<file path="src/rtl/alu_share_arbiter_if.sv">
// alu_share_arbiter_if
//   Bundle of the two request channels, the response channel and the
//   connection to the shared combinational ALU.
//   slave  : the arbiter's view.
//   master : the surrounding environment (requesters, consumer, ALU).
interface alu_share_arbiter_if #(
  parameter int WIDTH = 32
);
  logic             req0_valid;
  logic             req0_ready;
  logic [WIDTH-1:0] req0_a;
  logic [WIDTH-1:0] req0_b;
  logic [1:0]       req0_ctrl;

  logic             req1_valid;
  logic             req1_ready;
  logic [WIDTH-1:0] req1_a;
  logic [WIDTH-1:0] req1_b;
  logic [1:0]       req1_ctrl;

  logic [WIDTH-1:0] alu_srca;
  logic [WIDTH-1:0] alu_srcb;
  logic [1:0]       alu_ctrl;
  logic [WIDTH-1:0] alu_result;
  logic [3:0]       alu_flags;

  logic             rsp_valid;
  logic             rsp_ready;
  logic             rsp_id;
  logic [WIDTH-1:0] rsp_result;
  logic [3:0]       rsp_flags;

  modport slave (
    input  req0_valid, req0_a, req0_b, req0_ctrl,
    input  req1_valid, req1_a, req1_b, req1_ctrl,
    input  alu_result, alu_flags, rsp_ready,
    output req0_ready, req1_ready,
    output alu_srca, alu_srcb, alu_ctrl,
    output rsp_valid, rsp_id, rsp_result, rsp_flags
  );

  modport master (
    output req0_valid, req0_a, req0_b, req0_ctrl,
    output req1_valid, req1_a, req1_b, req1_ctrl,
    output alu_result, alu_flags, rsp_ready,
    input  req0_ready, req1_ready,
    input  alu_srca, alu_srcb, alu_ctrl,
    input  rsp_valid, rsp_id, rsp_result, rsp_flags
  );
endinterface

</file>
<file path="src/rtl/alu_share_arbiter.sv">
// alu_share_arbiter
//   Shares one external combinational ALU between two requesters.
//   IDLE -> EXEC -> RESP -> IDLE, one operation per three cycles at best.
//   Operands are registered at accept and presented to the ALU only during
//   EXEC; result and flags are captured at the end of EXEC and held until
//   the consumer takes them.
//   Configuration macro: ALU_ARB_FIXED_PRIO_EN
//     undefined (default) : round-robin between the requesters
//     defined             : req0 always wins a tie (req1 can starve)
module alu_share_arbiter #(
  parameter int WIDTH = 32
) (
  input  logic               clk,
  input  logic               reset_n,
  alu_share_arbiter_if.slave bus
);

  typedef enum logic [1:0] {
    ST_IDLE = 2'b00,
    ST_EXEC = 2'b01,
    ST_RESP = 2'b10
  } state_e;

  state_e           state_r;
  state_e           next_state_s;

  logic             grant0_s;
  logic             grant1_s;
  logic             accept_s;
  logic             rsp_done_s;

  logic [WIDTH-1:0] a_r;
  logic [WIDTH-1:0] b_r;
  logic [1:0]       ctrl_r;
  logic             id_r;

  logic             rsp_valid_r;
  logic             rsp_id_r;
  logic [WIDTH-1:0] rsp_result_r;
  logic [3:0]       rsp_flags_r;

`ifndef ALU_ARB_FIXED_PRIO_EN
  logic             last_id_r;
`endif

  assign accept_s   = grant0_s | grant1_s;
  assign rsp_done_s = (state_r == ST_RESP) & bus.rsp_ready;

  // Arbitration: pick at most one valid requester, only while IDLE
  always_comb begin
    grant0_s = 1'b0;
    grant1_s = 1'b0;
    if (state_r == ST_IDLE) begin
`ifdef ALU_ARB_FIXED_PRIO_EN
      grant1_s = bus.req1_valid & ~bus.req0_valid;
`else
      // On a tie the requester that did not go last wins
      grant1_s = bus.req1_valid & (~bus.req0_valid | ~last_id_r);
`endif
      grant0_s = bus.req0_valid & ~grant1_s;
    end else begin
      grant0_s = 1'b0;
      grant1_s = 1'b0;
    end
  end

  // FSM state register
  always_ff @(posedge clk or negedge reset_n) begin
    if (!reset_n) begin
      state_r <= ST_IDLE;
    end else begin
      state_r <= next_state_s;
    end
  end

  // FSM next-state logic
  always_comb begin
    next_state_s = state_r;
    case (state_r)
      ST_IDLE: begin
        if (accept_s) begin
          next_state_s = ST_EXEC;
        end else begin
          next_state_s = ST_IDLE;
        end
      end
      ST_EXEC: next_state_s = ST_RESP;
      ST_RESP: begin
        if (rsp_done_s) begin
          next_state_s = ST_IDLE;
        end else begin
          next_state_s = ST_RESP;
        end
      end
      default: next_state_s = ST_IDLE;
    endcase
  end

  // FSM outputs: readies mirror the grant
  always_comb begin
    bus.req0_ready = grant0_s;
    bus.req1_ready = grant1_s;
  end

  // Operand registers: loaded on accept, cleared after EXEC so the ALU sees ADD 0+0 otherwise
  always_ff @(posedge clk or negedge reset_n) begin
    if (!reset_n) begin
      a_r    <= {WIDTH{1'b0}};
      b_r    <= {WIDTH{1'b0}};
      ctrl_r <= 2'b00;
      id_r   <= 1'b0;
    end else if (accept_s) begin
      a_r    <= grant1_s ? bus.req1_a    : bus.req0_a;
      b_r    <= grant1_s ? bus.req1_b    : bus.req0_b;
      ctrl_r <= grant1_s ? bus.req1_ctrl : bus.req0_ctrl;
      id_r   <= grant1_s;
    end else if (state_r == ST_EXEC) begin
      a_r    <= {WIDTH{1'b0}};
      b_r    <= {WIDTH{1'b0}};
      ctrl_r <= 2'b00;
      id_r   <= id_r;
    end else begin
      a_r    <= a_r;
      b_r    <= b_r;
      ctrl_r <= ctrl_r;
      id_r   <= id_r;
    end
  end

  // Response registers: capture ALU output at end of EXEC, hold until consumed
  always_ff @(posedge clk or negedge reset_n) begin
    if (!reset_n) begin
      rsp_valid_r  <= 1'b0;
      rsp_id_r     <= 1'b0;
      rsp_result_r <= {WIDTH{1'b0}};
      rsp_flags_r  <= 4'b0000;
    end else if (state_r == ST_EXEC) begin
      rsp_valid_r  <= 1'b1;
      rsp_id_r     <= id_r;
      rsp_result_r <= bus.alu_result;
      rsp_flags_r  <= bus.alu_flags;
    end else if (rsp_done_s) begin
      rsp_valid_r  <= 1'b0;
      rsp_id_r     <= rsp_id_r;
      rsp_result_r <= rsp_result_r;
      rsp_flags_r  <= rsp_flags_r;
    end else begin
      rsp_valid_r  <= rsp_valid_r;
      rsp_id_r     <= rsp_id_r;
      rsp_result_r <= rsp_result_r;
      rsp_flags_r  <= rsp_flags_r;
    end
  end

`ifndef ALU_ARB_FIXED_PRIO_EN
  // Round-robin history: remember who was served last (req0 wins the first tie)
  always_ff @(posedge clk or negedge reset_n) begin
    if (!reset_n) begin
      last_id_r <= 1'b1;
    end else if (accept_s) begin
      last_id_r <= grant1_s;
    end else begin
      last_id_r <= last_id_r;
    end
  end
`endif

  assign bus.alu_srca   = a_r;
  assign bus.alu_srcb   = b_r;
  assign bus.alu_ctrl   = ctrl_r;
  assign bus.rsp_valid  = rsp_valid_r;
  assign bus.rsp_id     = rsp_id_r;
  assign bus.rsp_result = rsp_result_r;
  assign bus.rsp_flags  = rsp_flags_r;

endmodule

</file>
<file path="src/flat_wrapper.sv">
// flat-port wrapper written by rule: the top's interface ports become plain ports
module alu_share_arbiter_flat 
#(
  parameter int WIDTH = 32
)
  (clk, reset_n, bus_req0_valid, bus_req0_a, bus_req0_b, bus_req0_ctrl, bus_req1_valid, bus_req1_a, bus_req1_b, bus_req1_ctrl, bus_alu_result, bus_alu_flags, bus_rsp_ready, bus_req0_ready, bus_req1_ready, bus_alu_srca, bus_alu_srcb, bus_alu_ctrl, bus_rsp_valid, bus_rsp_id, bus_rsp_result, bus_rsp_flags);
  alu_share_arbiter_if #(.WIDTH(WIDTH)) bus_i ();
  input  logic clk;
  input  logic reset_n;
  input wire logic [$bits(bus_i.req0_valid)-1:0] bus_req0_valid;
  input wire logic [$bits(bus_i.req0_a)-1:0] bus_req0_a;
  input wire logic [$bits(bus_i.req0_b)-1:0] bus_req0_b;
  input wire logic [$bits(bus_i.req0_ctrl)-1:0] bus_req0_ctrl;
  input wire logic [$bits(bus_i.req1_valid)-1:0] bus_req1_valid;
  input wire logic [$bits(bus_i.req1_a)-1:0] bus_req1_a;
  input wire logic [$bits(bus_i.req1_b)-1:0] bus_req1_b;
  input wire logic [$bits(bus_i.req1_ctrl)-1:0] bus_req1_ctrl;
  input wire logic [$bits(bus_i.alu_result)-1:0] bus_alu_result;
  input wire logic [$bits(bus_i.alu_flags)-1:0] bus_alu_flags;
  input wire logic [$bits(bus_i.rsp_ready)-1:0] bus_rsp_ready;
  output wire logic [$bits(bus_i.req0_ready)-1:0] bus_req0_ready;
  output wire logic [$bits(bus_i.req1_ready)-1:0] bus_req1_ready;
  output wire logic [$bits(bus_i.alu_srca)-1:0] bus_alu_srca;
  output wire logic [$bits(bus_i.alu_srcb)-1:0] bus_alu_srcb;
  output wire logic [$bits(bus_i.alu_ctrl)-1:0] bus_alu_ctrl;
  output wire logic [$bits(bus_i.rsp_valid)-1:0] bus_rsp_valid;
  output wire logic [$bits(bus_i.rsp_id)-1:0] bus_rsp_id;
  output wire logic [$bits(bus_i.rsp_result)-1:0] bus_rsp_result;
  output wire logic [$bits(bus_i.rsp_flags)-1:0] bus_rsp_flags;
  assign bus_i.req0_valid = bus_req0_valid;
  assign bus_i.req0_a = bus_req0_a;
  assign bus_i.req0_b = bus_req0_b;
  assign bus_i.req0_ctrl = bus_req0_ctrl;
  assign bus_i.req1_valid = bus_req1_valid;
  assign bus_i.req1_a = bus_req1_a;
  assign bus_i.req1_b = bus_req1_b;
  assign bus_i.req1_ctrl = bus_req1_ctrl;
  assign bus_i.alu_result = bus_alu_result;
  assign bus_i.alu_flags = bus_alu_flags;
  assign bus_i.rsp_ready = bus_rsp_ready;
  assign bus_req0_ready = bus_i.req0_ready;
  assign bus_req1_ready = bus_i.req1_ready;
  assign bus_alu_srca = bus_i.alu_srca;
  assign bus_alu_srcb = bus_i.alu_srcb;
  assign bus_alu_ctrl = bus_i.alu_ctrl;
  assign bus_rsp_valid = bus_i.rsp_valid;
  assign bus_rsp_id = bus_i.rsp_id;
  assign bus_rsp_result = bus_i.rsp_result;
  assign bus_rsp_flags = bus_i.rsp_flags;
  alu_share_arbiter #(.WIDTH(WIDTH)) u_core (.clk(clk), .reset_n(reset_n), .bus(bus_i));
endmodule
</file>
<file path="config.mk">
export PLATFORM = sky130hd
export DESIGN_NAME = alu_share_arbiter_flat
export DESIGN_NICKNAME = d
export VERILOG_FILES = /design/src/rtl/alu_share_arbiter_if.sv /design/src/rtl/alu_share_arbiter.sv /design/src/flat_wrapper.sv
export SDC_FILE = /design/constraint.sdc
export NUM_CORES = 1
export LEC_CHECK = 0
export ABC_CLOCK_PERIOD_IN_PS = 3200
export BUFFER_PORTS_ARGS = -buffer_cell sky130_fd_sc_hd__buf_2
export CAP_MARGIN = 10
export CORE_MARGIN = 2
export CORE_UTILIZATION = 30
export CTS_CLUSTER_DIAMETER = 120
export CTS_CLUSTER_SIZE = 20
export DETAILED_ROUTE_END_ITERATION = 10
export PLACE_DENSITY_LB_ADDON = 0.3
export SYNTH_ARGS = -nofsm -noshare
export SYNTH_HDL_FRONTEND = slang
export SYNTH_SLANG_ARGS = --single-unit
</file>
<file path="constraint.sdc">
create_clock -name clk -period 3.2 [get_ports clk]
set_clock_uncertainty 0.2 [all_clocks]
set_input_delay 0.32 -clock clk [delete_from_list [all_inputs] [get_ports clk]]
set_output_delay 0.32 -clock clk [all_outputs]
set_load 0.01 [all_outputs]
</file>
==> qor.yml, run 1 <==
routing:
  drt-met1-wl_um: 7390
  post_drt_wl_per_cell_um: 17.4
  dr_wl_met2_um: 9300
  drt_iter0_markers: 200
  route.met3.wl_um: 1260
  dr_total_vias: 5323
  routed_wl_um: 18300
  maxUsedRoutingLayer: "met4"
  drc: 0
  dr.pass1.iters: 4
  ant_nets: 0
  post_drt_via_cell_ratio: 5.07
logic_synthesis:
  yosysTopAreaCell: "dfrtp_1"
  synth.avg_cell_area_um2: 11.1
  ys_ff_latch: 108
  syn_inst: 483
  synth_top_area_share: 0.500
  syn_nets: 656
  synth_area_um2: 5360
  synthDistinctLibCells: 27
  yosysWarnings: 0
  yosysSeqAreaShare: 0.505
  synthTopCellsByArea: "dfrtp_1 50%, nor4bb_1 9.5%, mux2_2 7.8%"
critical_path:
  cp_max_fo: 36
  crit_buf_inv: 2
  slowest_stage: "dfrtp_2"
  cp-start-kind: "register"
  cpPeakStageDelay_ns: 0.65
  cp-end-kind: "output pin"
  crit_required_ns: 2.68
  worstPathCellList: "a211oi_4 > nand2_2 > inv_2 > buf_2"
  worstRegToRegCells: 5
  rrSetupSlack_ns: 0.63
  cp_top_family: "buffers and inverters"
  cp.arrival_ns: 2.13
  path_class: "reg -> out"
  cp.depth: 4
power_and_ir_drop:
  pwr-share-comb: 0.471
  p_clk_frac: 0.169
  ir_worst_vdd_uv: 401
  switchingPower_mw: 2.81
  pwr_density_cell_nw_per_um2: 846
  seqPwrFrac: 0.360
  switching_share: 0.412
  fin_total_pwr_mw: 6.81
  intPower_mw: 4.01
  total_leakage_power_nw: 3.79
min_path:
  whs_path_depth: 3
  hold_path.class: "in -> reg"
timing:
  max-slew-margin-rel: 0.509
  finalHoldViolations: 0
  fin_crit_ns: 2.65
  setup_viol: 0
  rsz0062_at_grt: "false"
  clock.fmax_mhz: 377
  tns_ns: 0
  post-route-period-util: 0.829
  maxSlewViolCount: 0
  worst_slew_pin_slew_ns: 0.736
grt:
  antenna_found_initial: 0
  grt_pass1_vias: 5367
  overflow: 0
  grt_pass1_wl_um: 27800
  grt_max_degree: 64
  grt_usage: 0.189
finish:
  fillCellCount: 1659
  finalInstanceArea_um2: 8050
  nets: 992
  layout_commonest_cell: "buf_2"
  final_cell_mix: "277 x buf_2, 105 x dfrtp_1, 94 x dlygate4sd3_1"
  diodes: 0
  layout-drive-gt1-share: 0.443
  area_delta_synth_final_pct: 50.3
  utilization: 0.464
clocking:
  clkLatencyLatePin_ns: 0.35
  cts.clk_slew.worst_paths_ns: 0.08
  cts-root-buf: "clkbuf_16"
  cts_resized: 0
  htreeDepth: 3
  clock_path_buffers: 2
  cts_buffers: 9
  clkSinkCount: 108
  cts_tree: "built"
flow_run:
  maxCapViolCount: 0
placement:
  post-dp-hpwl_um: 11600
  gp_congestion: 0.744
  io_buffers: 278
  dpl-instance-area_um2: 6790
die:
  die_area_um2: 18900
  rows: 48
  chipWidth_um: 138
  start_util: 0.309
  die_h_um: 138
  core_area_um2: 17400
  ioPinCount: 279
outcome:
  status: "finished clean"
-- cell type report --
cell class,instances,area [um^2],area share
Timing Repair Buffer,386,2480,0.308
Clock buffer,9,225,0.0280
Tap cell,225,282,0.0350
Multi-Input combinational cell,311,2260,0.280
Inverter,3,11.3,0.00140
Clock inverter,7,93.8,0.0117
Sequential cell,108,2710,0.336
-- cell families after synthesis --
kind of cell | share of synthesized area
AO/OA/AOI/OAI | 0.150
buffers and inverters | 0.0756
flip-flops | 0.505
multiplexers | 0.0777
AND/OR/NAND/NOR | 0.192
-- power by group through the flow --
| stage | logic (mW) | registers (mW) | clock network (mW) |
|---|---|---|---|
| after floorplan | 1.82 | 2.63 | 0 |
| after global placement | 3.07 | 2.47 | 0 |
| after detailed placement | 3.11 | 2.46 | 0 |
| after CTS | 3.23 | 2.45 | 1.21 |
| after global routing | 3.52 | 2.53 | 1.25 |
| final | 3.21 | 2.46 | 1.15 |
-- routing by layer --
| layer | up-vias | global-route usage |
|---|---|---|
| met1 | 2559 | 0.230 |
| met4 | 0 | 0.0670 |
| met3 | 29 | 0.0401 |
| li1 | 2513 | - |
| met2 | 222 | 0.329 |
| met5 | - | 0 |
-- stage by stage --
step | worst slack, ns | hold WS (ns) | instances
after floorplan | 1.41 | -0.176 | 483
after global placement | 0.890 | 0.0918 | 939
after detailed placement | 0.903 | 0.0908 | 939
after CTS | 0.497 | 0.000818 | 1049
after global routing | 0.387 | 0.00321 | 1049
final | 0.547 | 0.0150 | 1049
-- worst reg2reg max path, cell delays in order, from the launching register on --
cell           delay, ns
dfrtp_2             0.65
a211oi_4            0.28
nand2_2             0.11
inv_2               0.48
a221o_1             0.26
dlygate4sd3_1       0.54
-- final timing paths --
kind	from	to
hold / removal	bus_req1_b[27]	u_core.bus.alu_srcb[27]$_DFFE_PN0P_
setup reg to reg	u_core.state_r[1]$_DFF_PN0_	u_core.bus.alu_ctrl[1]$_DFFE_PN0P_
max in group asynchronous	reset_n	u_core.bus.alu_srcb[18]$_DFFE_PN0P_
hold reg to reg	u_core.id_r$_DFFE_PN0P_	u_core.id_r$_DFFE_PN0P_
min in group asynchronous	reset_n	u_core.bus.rsp_result[12]$_DFFE_PN0P_
setup / recovery	u_core.state_r[1]$_DFF_PN0_	bus_req1_ready
-- synth_stat cells --
library cell / n
a21oi_1: 3
a221o_1: 3
buf_8: 5
clkbuf_8: 1
buf_2: 10
inv_1: 2
buf_4: 4
o21ai_1: 40
mux2_2: 37
nand2_1: 6
dfstp_2: 1
nor4bb_1: 51
nand2b_1: 2
nor3_1: 1
and4bb_2: 12
o21a_1: 3
or3b_1: 1
a211oi_4: 1
nand2_2: 1
clkbuf_1: 29
buf_6: 9
o21ai_0: 24
a31oi_1: 63
dfrtp_1: 107
inv_2: 1
nand3_1: 63
clkbuf_2: 3
-- sequential cells by signal (all words and copies together) (netlist names) --
name / count
u_core.bus.alu_srca: 32
u_core.bus.alu_srcb: 32
u_core.bus.rsp_result: 32
u_core.bus.rsp_flags: 4
u_core.bus.alu_ctrl: 2
u_core.state_r: 2
u_core.bus.rsp_id: 1
u_core.bus.rsp_valid: 1
u_core.id_r: 1
u_core.last_id_r: 1
-- timing repair --
| item | in CTS | in global routing |
|---|---|---|
| setup buffers | 0 | 0 |
| endpoints found under the hold margin | 119 | 0 |
| hold buffers | 94 | 0 |
Note: power is estimated with default switching activity, not from simulation.
==> inputs of run 2 (changes only) <==
--- a/config.mk
+++ b/config.mk
@@ -5,7 +5,7 @@
 export SDC_FILE = /design/constraint.sdc
 export NUM_CORES = 1
 export LEC_CHECK = 0
-export ABC_CLOCK_PERIOD_IN_PS = 3200
+export ABC_CLOCK_PERIOD_IN_PS = 2250
 export BUFFER_PORTS_ARGS = -buffer_cell sky130_fd_sc_hd__buf_2
 export CAP_MARGIN = 10
 export CORE_MARGIN = 2
==> constraint.sdc (replaced) <==
create_clock -name clk -period 2.25 [get_ports clk]
set_clock_uncertainty 0.2 [all_clocks]
set_input_delay 0.225 -clock clk [delete_from_list [all_inputs] [get_ports clk]]
set_output_delay 0.225 -clock clk [all_outputs]
set_load 0.01 [all_outputs]
==> qor.yml, run 2 (synthesized netlist as in run 1, its figures left out) <==
routing:
  routed_wl_um: 19000
  ant_nets: 0
  drc: 0
  post_drt_wl_per_cell_um: 17.8
  dr.pass1.iters: 4
  dr_total_vias: 5505
  drt_iter0_markers: 254
  post_drt_via_cell_ratio: 5.14
clocking:
  cts_tree: "built"
  cts.clk_slew.worst_paths_ns: 0.07
  clkSinkCount: 108
  htreeDepth: 3
  cts_buffers: 9
  cts-root-buf: "clkbuf_16"
  post_cts_buffers: 0
  clkLatencyLatePin_ns: 0.35
  clock_path_buffers: 2
critical_path:
  worstRegToRegCells: 4
  r2r_end: "u_core.bus.alu_srca[9]$_DFFE_PN0P_"
  cp.arrival_ns: 1.74
  cp-start-kind: "register"
  cp_max_fo: 6
  rrSetupSlack_ns: 0.36
  worstReg2RegStart: "u_core.state_r[0]$_DFF_PN0_"
  crit_required_ns: 1.82
  path_class: "reg -> out"
  cp-end-kind: "output pin"
power_and_ir_drop:
  ir_worst_vdd_uv: 666
  total_leakage_power_nw: 3.90
  pwr_density_cell_nw_per_um2: 1200
grt:
  grt_pass1_wl_um: 28800
  grt_pass1_vias: 5597
  overflow: 0
  antenna_found_initial: 1
  grt_max_degree: 69
  grt_usage: 0.195
min_path:
  hold_start: "bus_req0_valid"
  hold_path.class: "in -> reg"
  min_to: "u_core.last_id_r$_DFFE_PN1P_"
  whs_path_depth: 4
finish:
  layout_commonest_cell: "buf_2"
  final_cell_mix: "277 x buf_2, 108 x dlygate4sd3_1, 105 x dfrtp_1"
  layout-drive-gt1-share: 0.441
  nets: 1012
  area_delta_synth_final_pct: 54.8
  fillCellCount: 1574
die:
  chipWidth_um: 138
  core_area_um2: 17400
  start_util: 0.309
  ioPinCount: 279
  die_h_um: 138
  rows: 48
  die_area_um2: 18900
placement:
  gp_congestion: 0.746
  post-dp-hpwl_um: 11700
  io_buffers: 278
flow_run:
  maxCapViolCount: 0
timing:
  rsz0062_at_grt: "false"
  setup_viol: 0
  post-route-period-util: 0.962
  hold_slack_ns: 0.0454
  worst_slew_pin_slew_ns: 0.469
  clock.fmax_mhz: 462
  finalHoldViolations: 0
  max-slew-margin-rel: 0.688
  maxSlewViolCount: 0
  tns_ns: 0
  fin_crit_ns: 2.16
outcome:
  status: "finished clean"
## run 2: per-stage QoR
stage	instance area [um^2]	std cells	power [mW]	setup WS, ns	util
floorplan	5360	483	6.33	0.503	-
global placement	6860	945	7.97	0.348	0.395
detailed placement	6860	945	8.04	0.356	0.395
CTS	8290	1069	10.0	0.0640	0.478
global route	8290	1069	10.6	0.0313	0.478
finish	8290	1070	9.96	0.0854	0.478
## run 2: how the worst max path moves through the flow
stage / end / start / cells after the start / slack, ns
2_1_floorplan: u_core.bus.alu_srca[26]$_DFFE_PN0P_ / u_core.state_r[1]$_DFF_PN0_ / 7 / 0.50
3_3_place_gp: bus_req0_ready / u_core.state_r[0]$_DFF_PN0_ / 3 / 0.35
3_5_place_dp: bus_req0_ready / u_core.state_r[0]$_DFF_PN0_ / 3 / 0.36
4_1_cts: bus_req0_ready / u_core.state_r[0]$_DFF_PN0_ / 3 / 0.06
5_1_grt: bus_req0_ready / u_core.state_r[0]$_DFF_PN0_ / 3 / 0.03
6_report: bus_req0_ready / u_core.state_r[0]$_DFF_PN0_ / 3 / 0.09
## run 2: per-layer routing
| layer | share of wire | wire (um) | track usage | up-vias |
|---|---|---|---|---|
| met5 | 0 | 0 | 0 | - |
| met4 | 0.018 | 340 | 0.0687 | 0 |
| met3 | 0.061 | 1160 | 0.0338 | 24 |
| met2 | 0.51 | 9780 | 0.352 | 216 |
| met1 | 0.41 | 7730 | 0.233 | 2711 |
| li1 | - | - | - | 2554 |
## run 2: layout make-up
cell class | count | area (um^2) | share of cell area
multi-input combinational | 311 | 2260 | 0.273
inverter | 3 | 11.3 | 0.00136
clock buffer | 9 | 225 | 0.0272
timing repair buffer | 406 | 2690 | 0.324
tap | 225 | 282 | 0.0339
clock inverter | 7 | 119 | 0.0143
sequential | 108 | 2710 | 0.326
antenna | 1 | 2.50 | 0.000302
## run 2: where the power goes
part	total, mW	switching, mW	internal [mW]
Clock	1.82	0.810	1.01
Sequential	3.37	0.510	2.86
Combinational	4.77	2.69	2.08
## run 2: timing repair
| action | in CTS | in global routing |
|---|---|---|
| endpoints found under the hold margin | 212 | 0 |
| resized for setup | 1 | 0 |
| setup endpoints to repair | 1 | 0 |
| hold buffers | 108 | 0 |
## run 2: worst max-delay path, cell delays in order (launching register included)
cell and delay [ns]:
dfrtp_2 0.46, or3b_2 0.54, a21oi_2 0.20, buf_2 0.18
